==> config.mk <==
export PLATFORM = sky130hd
export DESIGN_NAME = mc_mips_controller
export DESIGN_NICKNAME = d
export VERILOG_FILES = /design/src/rtl/mc_mips_controller.sv
export SDC_FILE = /design/constraint.sdc
export NUM_CORES = 1
export LEC_CHECK = 0
export ABC_AREA = 1
export CORE_AREA = 2 2 125 127
export CTS_BUF_LIST = sky130_fd_sc_hd__clkbuf_8 sky130_fd_sc_hd__clkbuf_16
export DETAILED_ROUTE_END_ITERATION = 8
export DIE_AREA = 0 0 127 129
export PLACE_DENSITY = 0.58
export SLEW_MARGIN = 0
export SYNTH_ARGS = -nofsm -noshare
export SYNTH_HDL_FRONTEND = slang
export SYNTH_SLANG_ARGS = --single-unit
==> constraint.sdc <==
create_clock -name Clk -period 7.3 [get_ports Clk]
set_input_delay 2.19 -clock Clk [delete_from_list [all_inputs] [get_ports Clk]]
set_output_delay 2.19 -clock Clk [all_outputs]
set_load 0.01 [all_outputs]
==> src/rtl/mc_mips_controller.sv <==
// Multicycle MIPS control unit: Moore FSM sequencing fetch/decode/execute/memory/writeback
// with a memory-ready timeout and a retired-instruction counter. Optional macro: MC_CTRL_ILLEGAL_TRAP_EN.
module mc_mips_controller #(
  parameter int MEM_TIMEOUT = 16,
  parameter int CNT_W       = 32
) (
  input  logic             Clk,
  input  logic             Reset_n,
  input  logic [31:0]      Instruction,
  input  logic             MemReady,
  input  logic             Zero,
  input  logic             AluLsb,
  output logic             IRWrite,
  output logic             IorD,
  output logic             MemRead,
  output logic             MemWrite,
  output logic             PCWrite,
  output logic [1:0]       PCSource,
  output logic             RegWrite,
  output logic [1:0]       RegDst,
  output logic [1:0]       RegDataSel,
  output logic             ALUASrc,
  output logic [1:0]       ALUBSrc,
  output logic [3:0]       ALUControl,
  output logic             ExtendSign,
  output logic [3:0]       State,
  output logic             Fault,
  output logic [CNT_W-1:0] RetireCnt
);

  typedef enum logic [3:0] {
    S_FETCH    = 4'd0,
    S_DECODE   = 4'd1,
    S_EXEC_R   = 4'd2,
    S_EXEC_I   = 4'd3,
    S_MEM_ADDR = 4'd4,
    S_MEM_RD   = 4'd5,
    S_MEM_WB   = 4'd6,
    S_MEM_WR   = 4'd7,
    S_BRANCH   = 4'd8,
    S_JUMP     = 4'd9,
    S_WB       = 4'd10,
    S_FAULT    = 4'd15
  } state_t;

  typedef enum logic [3:0] {
    C_NOP, C_R, C_JR, C_I, C_LW, C_SW,
    C_BEQ, C_BNE, C_BLTZ, C_BGEZ, C_BGTZ, C_J, C_JAL, C_ILL
  } cls_t;

  localparam logic [3:0] ALU_AND = 4'd0;
  localparam logic [3:0] ALU_OR  = 4'd1;
  localparam logic [3:0] ALU_ADD = 4'd2;
  localparam logic [3:0] ALU_NOR = 4'd3;
  localparam logic [3:0] ALU_SUB = 4'd6;
  localparam logic [3:0] ALU_SLT = 4'd7;
  localparam logic [3:0] ALU_SLL = 4'd10;
  localparam logic [3:0] ALU_GT  = 4'd11;

  localparam logic [7:0] WAIT_LAST = 8'(MEM_TIMEOUT - 1);

  state_t           state, next_state;
  cls_t             cls;
  logic [3:0]       alu_op;
  logic             sll_op;
  logic             sext_op;
  logic [7:0]       wait_cnt;
  logic             waiting;
  logic             timeout;
  logic             retire;
  logic             br_taken;
  logic [CNT_W-1:0] retire_cnt;
  logic [5:0]       opcode;
  logic [5:0]       funct;
  logic [4:0]       rt;

  assign opcode = Instruction[31:26];
  assign funct  = Instruction[5:0];
  assign rt     = Instruction[20:16];

  // Instruction class plus the ALU setup used by EXEC and held through WB.
  // NOTE: every variable written in an always_comb gets a default first, so no path can infer a latch.
  always_comb begin
    cls     = C_ILL;
    alu_op  = ALU_AND;
    sll_op  = 1'b0;
    sext_op = 1'b0;
    if (Instruction == 32'd0) begin
      cls = C_NOP;
    end else begin
      case (opcode)
        6'h00: begin
          cls = C_R;
          case (funct)
            6'h20, 6'h21: alu_op = ALU_ADD;
            6'h22:        alu_op = ALU_SUB;
            6'h24:        alu_op = ALU_AND;
            6'h25:        alu_op = ALU_OR;
            6'h27:        alu_op = ALU_NOR;
            6'h2A:        alu_op = ALU_SLT;
            6'h00: begin
              alu_op = ALU_SLL;
              sll_op = 1'b1;
            end
            6'h08:        cls = C_JR;
            default:      cls = C_ILL;
          endcase
        end
        6'h01: begin
          sext_op = 1'b1;
          if (rt == 5'd0)      cls = C_BLTZ;
          else if (rt == 5'd1) cls = C_BGEZ;
          else                 cls = C_ILL;
        end
        6'h02: cls = C_J;
        6'h03: cls = C_JAL;
        6'h04: begin cls = C_BEQ;  sext_op = 1'b1; end
        6'h05: begin cls = C_BNE;  sext_op = 1'b1; end
        6'h07: begin cls = C_BGTZ; sext_op = 1'b1; end
        6'h08: begin cls = C_I; alu_op = ALU_ADD; sext_op = 1'b1; end
        6'h09: begin cls = C_I; alu_op = ALU_ADD; end
        6'h0C: begin cls = C_I; alu_op = ALU_AND; end
        6'h0D: begin cls = C_I; alu_op = ALU_OR;  end
        6'h23: begin cls = C_LW; sext_op = 1'b1; end
        6'h2B: begin cls = C_SW; sext_op = 1'b1; end
        default: cls = C_ILL;
      endcase
    end
  end

  assign br_taken = (cls == C_BEQ && Zero) || (cls == C_BNE && !Zero) ||
                    ((cls == C_BLTZ || cls == C_BGTZ) && AluLsb) ||
                    (cls == C_BGEZ && !AluLsb);

  assign waiting = (state == S_FETCH || state == S_MEM_RD || state == S_MEM_WR) && !MemReady;
  assign timeout = (wait_cnt == WAIT_LAST);

  always_comb begin
    next_state = state;
    IRWrite    = 1'b0;
    IorD       = 1'b0;
    MemRead    = 1'b0;
    MemWrite   = 1'b0;
    PCWrite    = 1'b0;
    PCSource   = 2'd0;
    RegWrite   = 1'b0;
    RegDst     = 2'd0;
    RegDataSel = 2'd0;
    ALUASrc    = 1'b0;
    ALUBSrc    = 2'd0;
    ALUControl = ALU_AND;
    ExtendSign = 1'b0;
    case (state)
      S_FETCH: begin
        MemRead = 1'b1;
        if (MemReady) begin
          IRWrite    = 1'b1;
          PCWrite    = 1'b1;
          next_state = S_DECODE;
        end else if (timeout) begin
          next_state = S_FAULT;
        end
      end
      S_DECODE: begin
        case (cls)
          C_NOP:                        next_state = S_FETCH;
          C_R:                          next_state = S_EXEC_R;
          C_I:                          next_state = S_EXEC_I;
          C_JR, C_J, C_JAL:             next_state = S_JUMP;
          C_LW, C_SW:                   next_state = S_MEM_ADDR;
          C_BEQ, C_BNE, C_BLTZ,
          C_BGEZ, C_BGTZ:               next_state = S_BRANCH;
          default: begin
`ifdef MC_CTRL_ILLEGAL_TRAP_EN
            next_state = S_FAULT;
`else
            next_state = S_FETCH;
`endif
          end
        endcase
      end
      S_EXEC_R, S_EXEC_I, S_WB: begin
        ALUControl = alu_op;
        ALUASrc    = sll_op;
        ALUBSrc    = (cls == C_I || sll_op) ? 2'd1 : 2'd0;
        ExtendSign = sext_op;
        if (state == S_WB) begin
          RegWrite   = 1'b1;
          RegDst     = (cls == C_R) ? 2'd1 : 2'd0;
          next_state = S_FETCH;
        end else begin
          next_state = S_WB;
        end
      end
      S_MEM_ADDR: begin
        ALUControl = ALU_ADD;
        ALUBSrc    = 2'd1;
        ExtendSign = 1'b1;
        next_state = (cls == C_SW) ? S_MEM_WR : S_MEM_RD;
      end
      S_MEM_RD: begin
        IorD    = 1'b1;
        MemRead = 1'b1;
        if (MemReady)     next_state = S_MEM_WB;
        else if (timeout) next_state = S_FAULT;
      end
      S_MEM_WB: begin
        RegWrite   = 1'b1;
        RegDataSel = 2'd1;
        next_state = S_FETCH;
      end
      S_MEM_WR: begin
        IorD     = 1'b1;
        MemWrite = 1'b1;
        if (MemReady)     next_state = S_FETCH;
        else if (timeout) next_state = S_FAULT;
      end
      S_BRANCH: begin
        ExtendSign = 1'b1;
        case (cls)
          C_BEQ, C_BNE:   begin ALUControl = ALU_SUB; ALUBSrc = 2'd0; end
          C_BLTZ, C_BGEZ: begin ALUControl = ALU_SLT; ALUBSrc = 2'd2; end
          default:        begin ALUControl = ALU_GT;  ALUBSrc = 2'd2; end
        endcase
        if (br_taken) begin
          PCWrite  = 1'b1;
          PCSource = 2'd1;
        end
        next_state = S_FETCH;
      end
      S_JUMP: begin
        PCWrite  = 1'b1;
        PCSource = (cls == C_JR) ? 2'd3 : 2'd2;
        if (cls == C_JAL) begin
          RegWrite   = 1'b1;
          RegDst     = 2'd2;
          RegDataSel = 2'd2;
        end
        next_state = S_FETCH;
      end
      default: next_state = S_FAULT;
    endcase
    // Reset must kill an in-flight memory request immediately, not at the next edge.
    if (!Reset_n) begin
      {IRWrite, IorD, MemRead, MemWrite, PCWrite, PCSource, RegWrite,
       RegDst, RegDataSel, ALUASrc, ALUBSrc, ALUControl, ExtendSign} = '0;
    end
  end

  assign retire = (state != S_FETCH) && (next_state == S_FETCH);

  // NOTE: sequential state uses non-blocking assignments so every register samples pre-edge values.
  always_ff @(posedge Clk or negedge Reset_n) begin
    if (!Reset_n) begin
      state      <= S_FETCH;
      wait_cnt   <= '0;
      retire_cnt <= '0;
    end else begin
      state    <= next_state;
      wait_cnt <= waiting ? wait_cnt + 8'd1 : 8'd0;
      if (retire) retire_cnt <= retire_cnt + CNT_W'(1);
    end
  end

  assign State     = state;
  assign Fault     = (state == S_FAULT);
  assign RetireCnt = retire_cnt;

endmodule

-- Word level (Yosys, flattened, before mapping)
Memories as Yosys holds them, arrays and structs flattened.
Cells that the tools add are included.
- add/sub/neg operators: 2
- multiplexer cells: 59
- eq/ne operators: 43
- reductions and logical operators: 35
- operators with widths (cell ; count):
    $eq A6 B6 Y1 const B ; 9
    $pmux W4 S10 ; 1
    $add A32 B1 Y32 const B ; 1
    $eq A4 B4 Y1 const B ; 8
    $logic_not A32 Y1 ; 1
    $mux W4 ; 8
    $eq A6 B4 Y1 const B ; 5
    $eq A4 B3 Y1 const B ; 7
    $pmux W4 S7 ; 1
    $mux W1 ; 27
    $pmux W4 S3 ; 2
    $pmux W4 S6 ; 1
    $eq A6 B3 Y1 const B ; 3
    $eq A4 B2 Y1 const B ; 4
    $pmux W4 S2 ; 2
    $mux W2 ; 7
    $reduce_or A2 Y1 ; 7
    $eq A6 B2 Y1 const B ; 2
    $logic_not A6 Y1 ; 2
    $pmux W2 S2 ; 3
    $add A8 B1 Y8 const B ; 1
    $eq A4 B1 Y1 const B ; 2
    $eq A8 B4 Y1 const B ; 1
    $logic_not A4 Y1 ; 2
    other kinds (16) ; 32
- memories kept: 1
- input port bits: 37
- output and inout port bits: 57
- word-level logic and storage cells: 143
- ROM bits: 64
- flip-flop bits (word level): 44
- memories (name ; words ; bits a word ; read ports ; clocked after Yosys merged registers in ; wr ports ; RTL line ; source):
    (no name shown) ; 16 ; 4 ; 1 ; 0 ; 0 ; 165 ; case (cls)

-- Logic depth before layout (Yosys ltp)
- word-level depth: 13
- mapped depth: 18
- mapped depth without buffers: 17

-- Worst setup path after synthesis
OpenSTA, ideal clock, no wires.
- kind: input -> output
- from: input Instruction[31]
- to: output PCSource[0]
- stages on the path: 11
- required time: 5.110 ns
- arrival: 3.540 ns
- path slack: 1.570 ns
- path buffers: 0
- path through: nor2_4 nand3_2 nor2_4 nand3_2 nand2_1 nand3_1 inv_1 nand3_1 o21ai_0 nand2_1 o21ai_0
- longest elaborated chain between the ends: 12
- ends and longest elaborated chain (element ; RTL line ; source):
    start, declared ; 9 ; input logic [31:0] Instruction,
    $eq A6 B4 Y1 ; 91 ; case (opcode)
    $reduce_or A4 Y1 (no source line) ; - ;
    $pmux W4 S10 ; 91 ;
    $mux W4 * ; 88 ; if (Instruction == 32'd0) begin
    $eq A4 B3 Y1 / $eq A4 B4 Y1 (equally long branches) ; 131, 132 ;
    $logic_and A1 B1 Y1 / $logic_or A1 B1 Y1 (equally long branches) ; 131, 132 ;
    $logic_or A1 B1 Y1 / $logic_and A1 B1 Y1 (equally long branches) ; 131, 132 ;
    $logic_or A1 B1 Y1 ; 131 ; assign br_taken = (cls == C_BEQ && Zero) || (cls == C_BNE && !Zero) ||
    $logic_or A1 B1 Y1 ; 132 ; ((cls == C_BLTZ || cls == C_BGTZ) && AluLsb) ||
    $mux W1 ; 225 ; if (br_taken) begin
    $pmux W2 S2 * ; 153 ; case (state)
    $mux W2 * ; 244 ; if (!Reset_n) begin
    end, declared ; 18 ; output logic [1:0] PCSource,
Mark *: on every way between the ends. The rest lies on a longest branch, timed or not.

-- Final worst setup path
- from: input Instruction[30]
- to: output PCSource[0]
The elaborated chain is that of the path after synthesis.

==> flow_summary_export.csv <==
group,metric,value,unit
setup_path,critical_path_arrival,4870,ps
synthesis,ys_types,28,
clocking,cts_buffers,5,
route,vias,4009,
floorplan,fp.coreArea,15000,µm²
pwr,combPwrFrac,0.518,
clocking,clockRootBuffer,"clkbuf_16",
layout,area_growth,34.3,%
route,drt-total-wl,11100,µm
clocking,postCtsHoldBufs,0,
synthesis,yosysTopAreaCellShare,0.298,
pwr,p_switching,0.543,mW
timing,min_period_over_period,0.968,
global_routing,grt_max_degree,47,
timing,slew_viol_final,0,
synthesis,synth_area_per_cell,6.29,µm²
timing,slew_headroom,0.504,
clocking,cts.clk_slew.worst_paths,60,ps
floorplan,io-pin-count,94,
pwr,p_clk_frac,0.221,
layout,nets,720,
pwr,powerDensity,234,nW/µm²
pwr,power_frac_seq,0.261,
pwr,irDropWorstVdd,247,µV
timing,fmax,142,MHz
synthesis,syn_area,3700,µm²
setup_path,crit_type,"in -> out",
timing,period_needed,7060,ps
timing,hold_violations,0,
layout,drive_above_1_share,0.0601,
floorplan,die_h,129,µm
synthesis,postSynthCellCount,588,
synthesis,synth-seq-cells,44,
floorplan,initial_core_util,0.247,
flow_run,maxCapViolations,0,
synthesis,synthTopCellsByArea,"dfrtp_1, nand2_1, nor2_1",
min_path,hold_path_class,"reg -> reg",
global_routing,grt_pass1_wl,18800,µm
setup_path,end_kind,"output port",
place,postPlaceCellArea,4790,µm²
layout,num_antenna_cells,0,
floorplan,die_x,127,µm
pwr,total_power,1.16,mW
timing,setup-violations-final,0,
clocking,cts_tree,"built",
layout,layout_commonest_cell,"nand2_1",
layout,fillers,1643,
global_routing,grt_usage,0.138,
global_routing,antenna_found_initial,0,
synthesis,synth-seq-area-share,0.298,
pwr,switching_share,0.467,
timing,tightest_slew,742,ps
synthesis,synth_warnings,0,
setup_path,worstPathRequired,5110,ps
pwr,p_int,0.621,mW
route,dr.pass1.iters,4,
synthesis,synth_top_area_cell,"dfrtp_1",
clocking,cts_sinks,44,
route,ant_nets,0,
global_routing,grt_pass1_vias,3861,
route,avgViaCountPerCell,4.61,
route,first_iter_violations,286,
global_routing,grt-ovfl-total,0,
clocking,clockBufferDepth,2,
outcome,outcome,"complete, no violations",
setup_path,critPathLaunchType,"input port",
place,gp_congestion,0.926,
route,wl_per_cell,12.8,µm
synthesis,mappedNetlistNets,627,
timing,finalClockSkew,7.12,ps
clocking,clkLatencyLatePin,290,ps
place,dpl.hpwl,8780,µm
pwr,p_leak,2.27,nW
floorplan,dieArea,16400,µm²
setup_path,path_max_fanout,9,
place,numPortBuffers,93,
route,drc,0,
clocking,htreeDepth,2,
layout,design_area,4970,µm²
layout,layout_common_cells,"nand2_1, nor2_1, clkdlybuf4s50_1, nand3_1, inv_1",
floorplan,row_count,45,
## layer usage
layer,vias up,GRT usage,routed length [µm]
li1,2084,-,-
met1,1840,0.195,5520
met2,77,0.227,5080
met3,8,0.0212,444
met4,0,0.0220,70
met5,-,0,0
## layout make-up
cell class                      count  area [µm²]  share of cell area
Sequential cell                    44        1100               0.222
Tap cell                          188         235              0.0473
Clock buffer                        5         125              0.0252
Timing Repair Buffer               96         948               0.191
Multi-Input combinational cell    475        2290               0.462
Inverter                           59         221              0.0446
Clock inverter                      3        42.5             0.00856
## metrics by stage
| step | instances | TNS [ps] | utilization | setup WS (ps) | hold slack, ps |
|---|---|---|---|---|---|
| after global placement | 861 | 0 | 0.320 | 367 | 455 |
| after CTS | 869 | 0 | 0.331 | 268 | 469 |
| after detailed placement | 861 | 0 | 0.320 | 292 | 461 |
| after global routing | 870 | -2.45 | 0.332 | -2.45 | 499 |
| after floorplan | 588 | 0 | - | 1570 | 433 |
| final | 870 | 0 | 0.332 | 236 | 462 |
## critical path: stages
cell             delay (ps)
clkdlybuf4s50_1         490
nor2_4                  250
nand3_2                 200
nor2_4                  170
nand3_2                 150
nand2_1                 120
nand3_1                 100
inv_1                    70
nand3_1                  60
o21ai_0                  80
nand2_1                  90
o21ai_0                 280
clkdlybuf4s50_1         600
## timing repair
action	4_1_cts	5_1_grt
endpoints found under the setup margin	0	1
buffers inserted	0	1
gates resized for setup	0	1
endpoints found under the hold margin	0	0
## path summary, 6_finish.rpt
check	startpoint	to	slack, ps	cells after the start
worst max-delay path	Instruction[30]	PCSource[0]	240	13
worst min-delay path	wait_cnt[0]$_DFF_PN0_	wait_cnt[0]$_DFF_PN0_	460	1
worst max register to register	State[0]$_DFF_PN0_	RetireCnt[26]$_DFFE_PN0P_	4820	13
worst min register to register	wait_cnt[0]$_DFF_PN0_	wait_cnt[0]$_DFF_PN0_	460	1
max in group asynchronous	Reset_n	RetireCnt[22]$_DFFE_PN0P_	4830	2
min in group asynchronous	Reset_n	wait_cnt[1]$_DFF_PN0_	2030	2
## cells in the mapped netlist
cell,n
a211oi_1,1
nor2_4,3
clkbuf_1,1
o22ai_1,2
inv_2,3
nand3_1,69
o21bai_1,2
nand2_2,5
buf_2,3
nand2_1,176
nor3_1,22
nand3_2,6
nand4_1,9
o2111a_1,1
a21oi_1,20
and3_1,2
dfrtp_1,44
buf_6,6
o21ai_0,10
xnor2_1,10
inv_1,56
nor4b_1,1
nor4_1,8
ha_1,2
nor2_2,11
xor2_1,21
nor3_2,1
nor2_1,93
## flip-flops by register name, indices dropped and copies added, names as in the netlist
name	cells
wait_cnt	8
RetireCnt	32
State	4
## power groups by stage
stage               logic (mW)  clock network, mW  registers (mW)
finish                   0.603              0.257           0.304
global route             0.672              0.275           0.308
CTS                      0.608              0.265           0.303
detailed placement       0.604                  0           0.307
global placement         0.607                  0           0.308
floorplan                0.454                  0           0.311
## kinds of logic after synthesis
kind of cell / after synthesis / share of synthesized area
DFF: 44 / 0.298
xor gates and xnor gates: 31 / 0.0734
adders and majority gates: 2 / 0.00676
buffers and inverters: 69 / 0.0832
AOI/OAI and AO/OA: 36 / 0.0531
and+or+nand+nor: 406 / 0.486
Power figures use the tool's default switching activity.
==> RTL edit: new RTL, config.mk and constraints unchanged <==
The parameter `CNT_W` goes from 32 to 48.
--- a/src/rtl/mc_mips_controller.sv
+++ b/src/rtl/mc_mips_controller.sv
@@ -3,5 +3,5 @@
 module mc_mips_controller #(
   parameter int MEM_TIMEOUT = 16,
-  parameter int CNT_W       = 32
+  parameter int CNT_W       = 48
 ) (
   input  logic             Clk,
Ports: changed (resized RetireCnt); port bits go from 94 to 110. No check against the original RTL was run, so the function may have changed too.
==> RTL edit against the unedited design <==
- via count rose by 29%
- total power fell by 30%
- sequential cell count rose by 16
- design area rose by 29%
- wire length rose by 38%
- clock skew barely moved
- synthesized cell count rose by 30%
- combinational power fell by 90%
- synthesized area rose by 32%
- worst setup slack improved by 0.17 ns
- count of clock-buffer cells in the layout rose by 4
==> RTL edit: results (changes against the unedited design) <==
Parameter                              Value

Clock network
  H-tree lvl count ... 3 (+1)
  Clock latency at the later pin of the worst-skew pair ... 0.34 ns (+0.05 ns)

Critical path
  Crit path max-delay family ... simple AND/OR/NAND/NOR gates
  Largest stage delay on the critical path ... 0.56 ns (-0.04 ns)
  Crit Path Max Fanout ... 12 (+3)
  Arrival time reported for the critical path endpoint ... 4.71 ns (-0.16 ns)

Global route
  First-pass GRT wire length ... 25.19 mm (+34%)
  Met2 Resource Use GR ... 0.2884 (+0.06167)
  Via count of the first global-routing pass ... 4838 (+25%)
  Global routing usage summed across all routing layers ... 0.1919 (+0.05427)
  Met3 Use GR ... 0.03119 (+0.009979)
  Maximum number of pins on one net before global-route repair ... 53 (+13%)

Placement
  Place WS ... 0.4007 ns (+0.1089 ns)
  RePlAce Congestion ... 0.9513 (+2.8%)
  Count of input and output buffers ... 109 (+17%)
  Placed cells ... 1049 (+22%)

Pwr
  Sw power ... 195.6 uW (-64%)
  Overall power of the completed layout ... 819.9 uW (-30%)
  Peak VDD IR ... 0.09550 mV (-61%)
  Combinational cell fraction of total power ... 0.077 (-0.441)
  LEAKAGE ... 2.716 nW (+20%)
  Share of power burned in the clock network ... 0.517 (+0.296)

Final layout
  Sequential share of cell area ... 0.2350 (+0.01341)
  Fraction of layout cells with a size suffix above 1 ... 0.05131 (-0.008806)
  Clock network share of area ... 0.04700 (+0.01326)
  Share of final layout cell area taken by non-clock buffers ... 0.1723 (-0.01854)
  Post-layout nets ... 911 (+27%)
  Signal buffers ... 111 (+16%)
  Non-clock inverter count in the final layout ... 83 (+41%)
  FF+latch count ... 60 (+36%)
  Number of standard cells in the final layout excluding fillers ... 1065 (+22%)
  Flip-flop count of the largest register after layout ... 48 (+50%)

STA
  Slew at the pin closest to its max-slew limit ... 1.077 ns (+0.3353 ns)

Yosys
  Most area-consuming cells after synthesis ... sky130_fd_sc_hd__dfrtp_1 (31%), sky130_fd_sc_hd__nand2_1 (17%), sky130_fd_sc_hd__nand3_1 (11%), sky130_fd_sc_hd__nor2_1 (8.6%), sky130_fd_sc_hd__inv_1 (5.9%)
  Post-synth net total ... 806 (+29%)
  Post-synth cell types ... 33 (+18%)
  Synth Area in XOR/XNOR ... 0.08267 (+0.009260)

Detailed routing
  Met1 wire length ... 7.855 mm (+42%)
  Post-DR wirelength/cell ... 14.36 um (+12%)
  Routed length on met2 ... 6.616 mm (+30%)
  Total length of routed met3 wires ... 664 um (+50%)
  Vias ... 5189 (+29%)
  Number of iterations in the first detailed-routing pass ... 5 (+1)

Outcome
  Status ... completed
==> RTL edit: cell count changes in the layout (fill, tap and decap cells not counted), sizes merged, moves of 4 or more <==
| cell | before | now |
|---|---|---|
| nand2 | 181 | 230 |
| nand3 | 75 | 109 |
| dfrtp | 44 | 60 |
| inv | 59 | 84 |
| nor3 | 23 | 36 |
| clkdlybuf4s50 | 92 | 108 |
| clkbuf | 5 | 9 |
| xor2 | 21 | 31 |
| xnor2 | 10 | 15 |
| nor4 | 8 | 12 |
| nor2 | 107 | 122 |
| a21oi | 20 | 16 |
==> RTL edit: worst paths after layout <==
path	startpoint	to	slack [ns]
min	wait_cnt[0]	wait_cnt[0]	0.45
min in group asynchronous	Reset_n	wait_cnt[0]	1.74
min reg2reg	wait_cnt[0]	wait_cnt[0]	0.45
max reg2reg	State[2]	RetireCnt[47]	3.97
max	Instruction[31]	ALUControl[2]	0.40
max in group asynchronous	Reset_n	RetireCnt[3]	4.60
